**src/rtl/esc_quad_pwm.sv**
```systemverilog
// esc_quad_pwm: four-channel ESC pulse generator with a frame-aligned arming sequence.
// Every state, speed and width update happens only at the frame wrap.
module esc_quad_pwm #(
   parameter int FRAME_CLKS = 125000,
   parameter int MIN_PULSE  = 50000,
   parameter int ARM_FRAMES = 8
) (
   input  logic        clk,
   input  logic        rst,
   input  logic        arm,
   input  logic        spd_vld,
   input  logic [10:0] frnt_spd,
   input  logic [10:0] bck_spd,
   input  logic [10:0] lft_spd,
   input  logic [10:0] rght_spd,
   output logic        pwm_frnt,
   output logic        pwm_bck,
   output logic        pwm_lft,
   output logic        pwm_rght,
   output logic        frame_tick,
   output logic        armed
);
   typedef enum logic [1:0] {DISARMED, ARMING, ARMED} state_t;
   state_t state, state_nxt;
   logic [16:0] cnt, cnt_nxt;
   logic [7:0] arm_cnt, arm_cnt_nxt;
   logic [3:0][10:0] spd, stage, act, act_nxt;
   logic [3:0][16:0] width, width_nxt;
   logic [3:0] pwm, pwm_nxt;
   logic bnd;
   assign spd = {rght_spd, lft_spd, bck_spd, frnt_spd};
   always_comb begin
      bnd = cnt == 17'(FRAME_CLKS - 1);
      cnt_nxt = bnd ? '0 : cnt + 17'd1;
      state_nxt = state;
      arm_cnt_nxt = arm_cnt;
      if (bnd)
         case (state)
            DISARMED: if (arm) begin
               state_nxt = ARMING;
               arm_cnt_nxt = '0;
            end
            ARMING: if (!arm) state_nxt = DISARMED;
               else if (arm_cnt == 8'(ARM_FRAMES - 1)) state_nxt = ARMED;
               else arm_cnt_nxt = arm_cnt + 8'd1;
            ARMED: if (!arm) state_nxt = DISARMED;
            default: state_nxt = DISARMED;
         endcase
      // pwm is registered from next-cycle values so it lines up with cnt
      for (int i = 0; i < 4; i++) begin
         act_nxt[i] = bnd ? (spd_vld ? spd[i] : stage[i]) : act[i];
         width_nxt[i] = !bnd ? width[i] :
                        state_nxt == ARMED  ? 17'(MIN_PULSE) + 17'(act_nxt[i]) * 17'd3 :
                        state_nxt == ARMING ? 17'(MIN_PULSE) : '0;
         pwm_nxt[i] = cnt_nxt < width_nxt[i];
      end
   end
   always_ff @(posedge clk or posedge rst)
      if (rst) begin
         cnt <= '0;
         state <= DISARMED;
         arm_cnt <= '0;
         stage <= '0;
         act <= '0;
         width <= '0;
         pwm <= '0;
      end else begin
         cnt <= cnt_nxt;
         state <= state_nxt;
         arm_cnt <= arm_cnt_nxt;
         if (spd_vld) stage <= spd;
         act <= act_nxt;
         width <= width_nxt;
         pwm <= pwm_nxt;
      end
   assign {pwm_rght, pwm_lft, pwm_bck, pwm_frnt} = pwm;
   assign frame_tick = (cnt == '0) & ~rst;
   assign armed = state == ARMED;
endmodule

```
**config.mk**
```make
export PLATFORM = sky130hd
export DESIGN_NAME = esc_quad_pwm
export DESIGN_NICKNAME = d
export VERILOG_FILES = /design/src/rtl/esc_quad_pwm.sv
export SDC_FILE = /design/constraint.sdc
export NUM_CORES = 1
export LEC_CHECK = 0
export CORE_ASPECT_RATIO = 0.5
export CORE_MARGIN = 2
export CORE_UTILIZATION = 60
export DETAILED_ROUTE_END_ITERATION = 10
export GPL_TIMING_DRIVEN = 0
export PLACE_DENSITY = 0.75
export SYNTH_ARGS = -nofsm -noshare
export SYNTH_HDL_FRONTEND = slang
export SYNTH_SLANG_ARGS = --single-unit
export TNS_END_PERCENT = 1
```
**constraint.sdc**
```tcl
create_clock -name clk -period 12.22 [get_ports clk]
set_input_delay 3.666 -clock clk [delete_from_list [all_inputs] [get_ports clk]]
set_output_delay 3.666 -clock clk [all_outputs]
set_load 0.02 [all_outputs]
```
==> metrics.md <==
| Metric | Value |
|---|---|
| Via count | 8913 |
| Die height | 101 um |
| Number of hold violations in the final report | 0 |
| Cell taking the most area after synthesis | dfrtp_1 |
| Post-synth top cells | dfrtp_1 (187), ha_1 (143), inv_1 (123) |
| Syn Inst Count | 1150 |
| Cts repair resizes | 0 |
| Post-synth cell types | 63 |
| NumNets Final | 1417 |
| Drt pass-1 iters | 5 |
| Post-Route WL | 30.0 mm |
| Avg Cell Area, Syn | 9.81 um^2 |
| TNS Setup | 0 ns |
| Worst r2r dst | pwm[0]$_DFF_PP0_ |
| VDD IR max | 98.9 uV |
| Worst-Skew Late Latency | 0.45 ns |
| Clock Skews | 0.0130 ns |
| N_diodes | 0 |
| Iter 0 DRT Violations | 667 |
| Via density per instance | 6.04 |
| FILL cells | 1427 |
| # IOs | 54 |
| Number of antenna violations at the first check in global routing | 0 |
| Pwr Density | 99.2 nW/um^2 |
| Cell area after synthesis | 11300 um^2 |
| Gr usage total | 0.319 |
| Ys async rst share | 1.00 |
| Count of pins over their slew limit | 0 |
| Core area | 18400 um^2 |
| CTS tree | built |
| First-pass GRT wire length | 47.3 mm |
| Std-Cell Rows | 35 |
| Worst relative slew slack | 0.405 |
| Dpl hpwl | 22.1 mm |
| Share of layout cells above drive strength 1 | 0.110 |
| Initial Utilization | 0.614 |
| Most frequent cell after synthesis | dfrtp_1 |
| Pleak | 6.51 nW |
| Worst Setup SP | rst |
| Worst Setup End Kind | output pin |
| DRC | 0 |
| Detail Route Antenna Nets | 0 |
| Number of CTS-inserted buffers | 17 |
| Crit Reg-Reg Startpoint | cnt[0]$_DFF_PP0_ |
| CTS root buffer | clkbuf_16 |
| Register area share after synthesis | 0.415 |
| Crit Path Category | in2out |
| Yosys reg bits | 187 |
| Layout area overhead | 12.8% |
| Vias in the first global route | 8635 |
| Post-CTS setup buffers | 0 |
| Critical Path RT | 8.55 ns |
| Hold Buf Count CTS | 0 |
| Hold crit path type | reg2reg |
| EDFF count, synth | 0 |
| YS warnings | 0 |
| Startpoint types | input pin |
| Syn Nets | 1345 |
| Clock tree buffer depth | 2 |
| Sink Count | 187 |
| Global placement routability congestion | 0.945 |
| FF-to-FF setup slack | 4.99 ns |
| IO buf count | 52 |
| Part of the cycle the worst path needs | 0.756 |
| Die Span X | 198 um |
| Actual slew at the worst max-slew pin | 0.884 ns |
| Final-report setup violation count | 0 |
| Max-Cap Viols | 0 |
| Worst endpoint data arrival time | 5.57 ns |
| Htree depth | 4 |
| Min Tclk post-route | 9.24 ns |
| Max Freq | 108 MHz |
| Crit Path Max Fanout | 2 |
| Unrepaired setup endpoints after global routing | false |
| Pin count of the biggest net entering global routing | 125 |
| Hold slack | 0.468 ns |
| Status | finished clean |
| Synth area leaders | dfrtp_1 (41%), ha_1 (16%), mux2_2 (4.7%) |
| Die ar. | 20000 um^2 |
| Overflow left after global routing | 0 |
| R2R depth | 22 |
| Synth Flop Type | dfrtp_1 |
| Synth top area share | 0.415 |
| Clock-pin slew on the worst setup and hold paths | 0.07 ns |
| WL per Instance | 20.3 um |
| CP Capture Point | frame_tick |
==> worst min path at each step <==
| stage | start | endpoint | slack [ns] | cells after the start |
|---|---|---|---|---|
| final | width[30]$_DFF_PP0_ | width[30]$_DFF_PP0_ | 0.47 | 2 |
| after detailed placement | width[13]$_DFF_PP0_ | width[13]$_DFF_PP0_ | 0.45 | 2 |
| after floorplan | width[17]$_DFF_PP0_ | width[17]$_DFF_PP0_ | 0.43 | 2 |
| after CTS | width[13]$_DFF_PP0_ | width[13]$_DFF_PP0_ | 0.47 | 2 |
| after global placement | width[13]$_DFF_PP0_ | width[13]$_DFF_PP0_ | 0.44 | 2 |
| after global routing | width[51]$_DFF_PP0_ | width[51]$_DFF_PP0_ | 0.49 | 1 |
==> metrics by stage <==
stage	cells	area, um^2	utilization	worst slack (ns)	power (mW)
6_report	1475	12700	0.692	2.98	1.26
5_1_grt	1475	12700	0.692	2.88	1.30
4_1_cts	1475	12700	0.692	2.98	1.27
3_5_place_dp	1443	12100	0.660	2.85	0.706
3_3_place_gp	1442	12100	0.658	0.995	0.702
2_1_floorplan	1150	11300	-	3.47	0.677
==> routing by layer <==
layer	vias up	global-route usage	wire length (um)
li1	4155	-	-
met1	4399	0.477	14300
met2	321	0.479	12700
met3	38	0.0629	2630
met4	0	0.0735	376
met5	-	0	0
==> cell families after synthesis <==
family	after synthesis	synth area share
fa+ha+maj	147	0.166
simple gates	306	0.132
mux	60	0.0591
compound gates	247	0.137
buf+inv	160	0.0583
flops	187	0.415
xor+xnor	43	0.0334
==> cell type report <==
class | instances | area, um^2 | share of cell area
Timing Repair Buffer | 53 | 548 | 0.0431
Buffer | 37 | 196 | 0.0154
Clock buffer | 17 | 425 | 0.0334
Tap cell | 240 | 300 | 0.0236
Sequential cell | 187 | 4680 | 0.368
Clock inverter | 15 | 163 | 0.0128
Multi-Input combinational cell | 803 | 5950 | 0.467
Inverter | 123 | 469 | 0.0369
==> worst max-delay path, stage by stage <==
cell             delay, ns
clkdlybuf4s50_1       0.52
nor4b_1               0.35
nand4_1               0.14
nor4_1                0.23
clkdlybuf4s50_1       0.67
==> cells in the final DEF (no fill, tap or decap), types with 5 or more instances in the layout <==
cell type and instances:
ha_1 143, nor3_1 12, and2_1 12, o22ai_1 6, or2_2 20, a21oi_1 69
xnor2_1 24, o21a_1 6, o31ai_1 5, buf_2 15, nand4_1 17, clkbuf_16 17
nand2_1 116, nand3_1 27, or3_1 6, o211ai_1 10, a211oi_1 21, mux2i_1 11
a22oi_1 8, a31oi_1 5, nor2b_1 7, o21ai_0 64, nor2_1 56, xor2_1 19
a21o_1 20, and4_1 7, and3_1 14, mux2_2 47, a22o_1 6, clkbuf_1 12
clkdlybuf4s50_1 52, dfrtp_1 187, inv_1 122
==> flip-flops by register name (all words and copies together), names as in the netlist, named ones only <==
name and flops:
act 40, arm_cnt 8, cnt 17, pwm 4
stage 44, state 2, width 68
==> power breakdown <==
group	switching (mW)	internal, mW	total (mW)
Clock	0.266	0.305	0.571
Sequential	0.00332	0.633	0.636
Combinational	0.0290	0.0276	0.0567
(Power assumes the default switching activity.)
==> RTL edit: new RTL, same flow settings <==
Change the parameter `ARM_FRAMES` from 8 to 6.
--- a/src/rtl/esc_quad_pwm.sv
+++ b/src/rtl/esc_quad_pwm.sv
@@ -3,7 +3,7 @@
 module esc_quad_pwm #(
    parameter int FRAME_CLKS = 125000,
    parameter int MIN_PULSE  = 50000,
-   parameter int ARM_FRAMES = 8
+   parameter int ARM_FRAMES = 6
 ) (
    input  logic        clk,
    input  logic        rst,
Check against the original RTL: no difference found for any inputs over 10 cycles, from zero or initial values and one cycle with rst high; that may be too few to reach the edited logic, so the function may still have changed.
==> RTL edit against the unedited design <==
Worst hold slack worse by 0.0062 ns; cell count rose by 4.8%; wire length decreased by 0.25%; setup slack got worse by 0.39 ns; sequential cell count stayed put; cell area increased by 1.3%; combinational power is 24% higher; power grew 4.6%; count of clock-buffer cells in the layout is 1 higher; synthesized area up 0.76%; non-clock buffer count fell by 1.
==> RTL edit: results (changes against the unedited design) <==
* Most frequent cells after synthesis: dfrtp_1, inv_1, ha_1
* HP Start: width[24]
* Critical path launch point: spd_vld
* Post-DP HPWL at 22,600 um (+2.3%)
* Met3 Use GR at 6.73% (+0.44 points)
* Critical-path top delay cell: o41ai_1
* GRT Max-Usage Layer: met1
* Post-synthesis cell type count at 54 (-14%)
* Compound-Gate Fraction of Synth Area at 14.8% (+1.1 points)
* CTS Root Cell: clkbuf_16
* Status: complete, no violations
* Post-Route WL at 29,900 um (-0.25%)
* Seq pwr share at 48.4% (-1.9 points)
* GP Congestion at 0.976 (+3.4%)
* Crit path capture: pwm[3]
* Post-synthesis sequential area ratio at 41.1% (-0.31 points)
* RR Startpoint: cnt[8]
* Largest net degree at the start of global routing at 101 (-19%)
* Leak at 6.39 nW (-1.8%)
* Routed wire per std cell at 19.3 um (-4.8%)
* Filler cells at 1,444 (+1.2%)
* Post-synth net total at 1,397 (+3.9%)
* CP top delay family: compound AO/OA/AOI/OAI gates
* Maximum vdd drop at 0.100 mV (+1.3%)
* Clk_skew at 0.0136 ns (+0.000628 ns)
* Synth area leaders: dfrtp_1, ha_1, inv_1
* Mean post-synth cell area at 9.47 sq um (-3.5%)
* Reg2Reg Depth at 20 (-9.1%)
* Synth Area in Adders at 16.5% (about the same)
* Hold WS at 0.462 ns (-0.00620 ns)
* Slew @ Worst Pin at 1.35 ns (+0.467 ns)
* Gr usage total at 31.5% (-0.38 points)
* Share of cells above drive strength 1 at 5.13% (-5.9 points)
* Switching pwr at 308 uW (+3.3%)
* Grt met1 use at 47.2% (-0.52 points)
* 1st-iter DRT viols at 651 (-2.4%)
* First-pass GRT wire length at 47,600 um (+0.66%)
* Max Fclk at 104 MHz (-4.0%)
* Met2 wire len at 12,600 um (-1.0%)
* Synth Area in XOR/XNOR at 3.54% (+0.21 points)
* Setup slack, reg-to-reg at 4.36 ns (-0.63 ns)
* Comb power frac at 5.3% (+0.8 points)
* Vias in the first global route at 8,853 (+2.5%)
* Dpl ws at 2.29 ns (-0.565 ns)
* Hold Path End: width[24]
* Pre-Repair DR Iteration Count at 5 (unchanged)
* Met3 wire length at 2570 um (-2.3%)
* Placed Instance Area at 0.0123 sq mm (+0.91%)
* Vias/cell at 5.89 (-2.5%)
* Worst Path Arrival at 9.93 ns (+4.36 ns)
* Final #Nets at 1,469 (+3.7%)
* Crit Path Max Fanout at 10 (+8)
==> RTL edit: cell count changes in the layout (fill, tap and decap cells not counted), moves of 13 or more <==
| cell | change |
|---|---|
| inv_1 | +32 |
| mux2_2 | -27 |
| mux2i_1 | +21 |
| nand2_1 | +19 |
| o21a_1 | +18 |
| clkbuf_1 | +17 |
| or2_2 | -17 |
| a21boi_0 | +13 |
==> RTL edit: final cells by class <==
type,instances,area (sq um),area share (%)
multi-input combinational,823,5980,46.3
sequential,187,4680,36.3
inverter,155,589,4.57
timing repair buffer,53,548,4.25
clock buffer,18,429,3.33
tap,259,324,2.51
clock inverter,14,208,1.61
buffer,36,141,1.10
antenna,1,2.50,0.0194
==> RTL edit: cells by family (layout without fill, tap and decap cells) <==
group,Yosys count,count (layout)
buf+inv,191,276
other cells,0,1
compound gates,262,262
fa+ha+maj,148,148
xor+xnor,46,46
flops,187,187
mux,52,52
simple gates,315,315
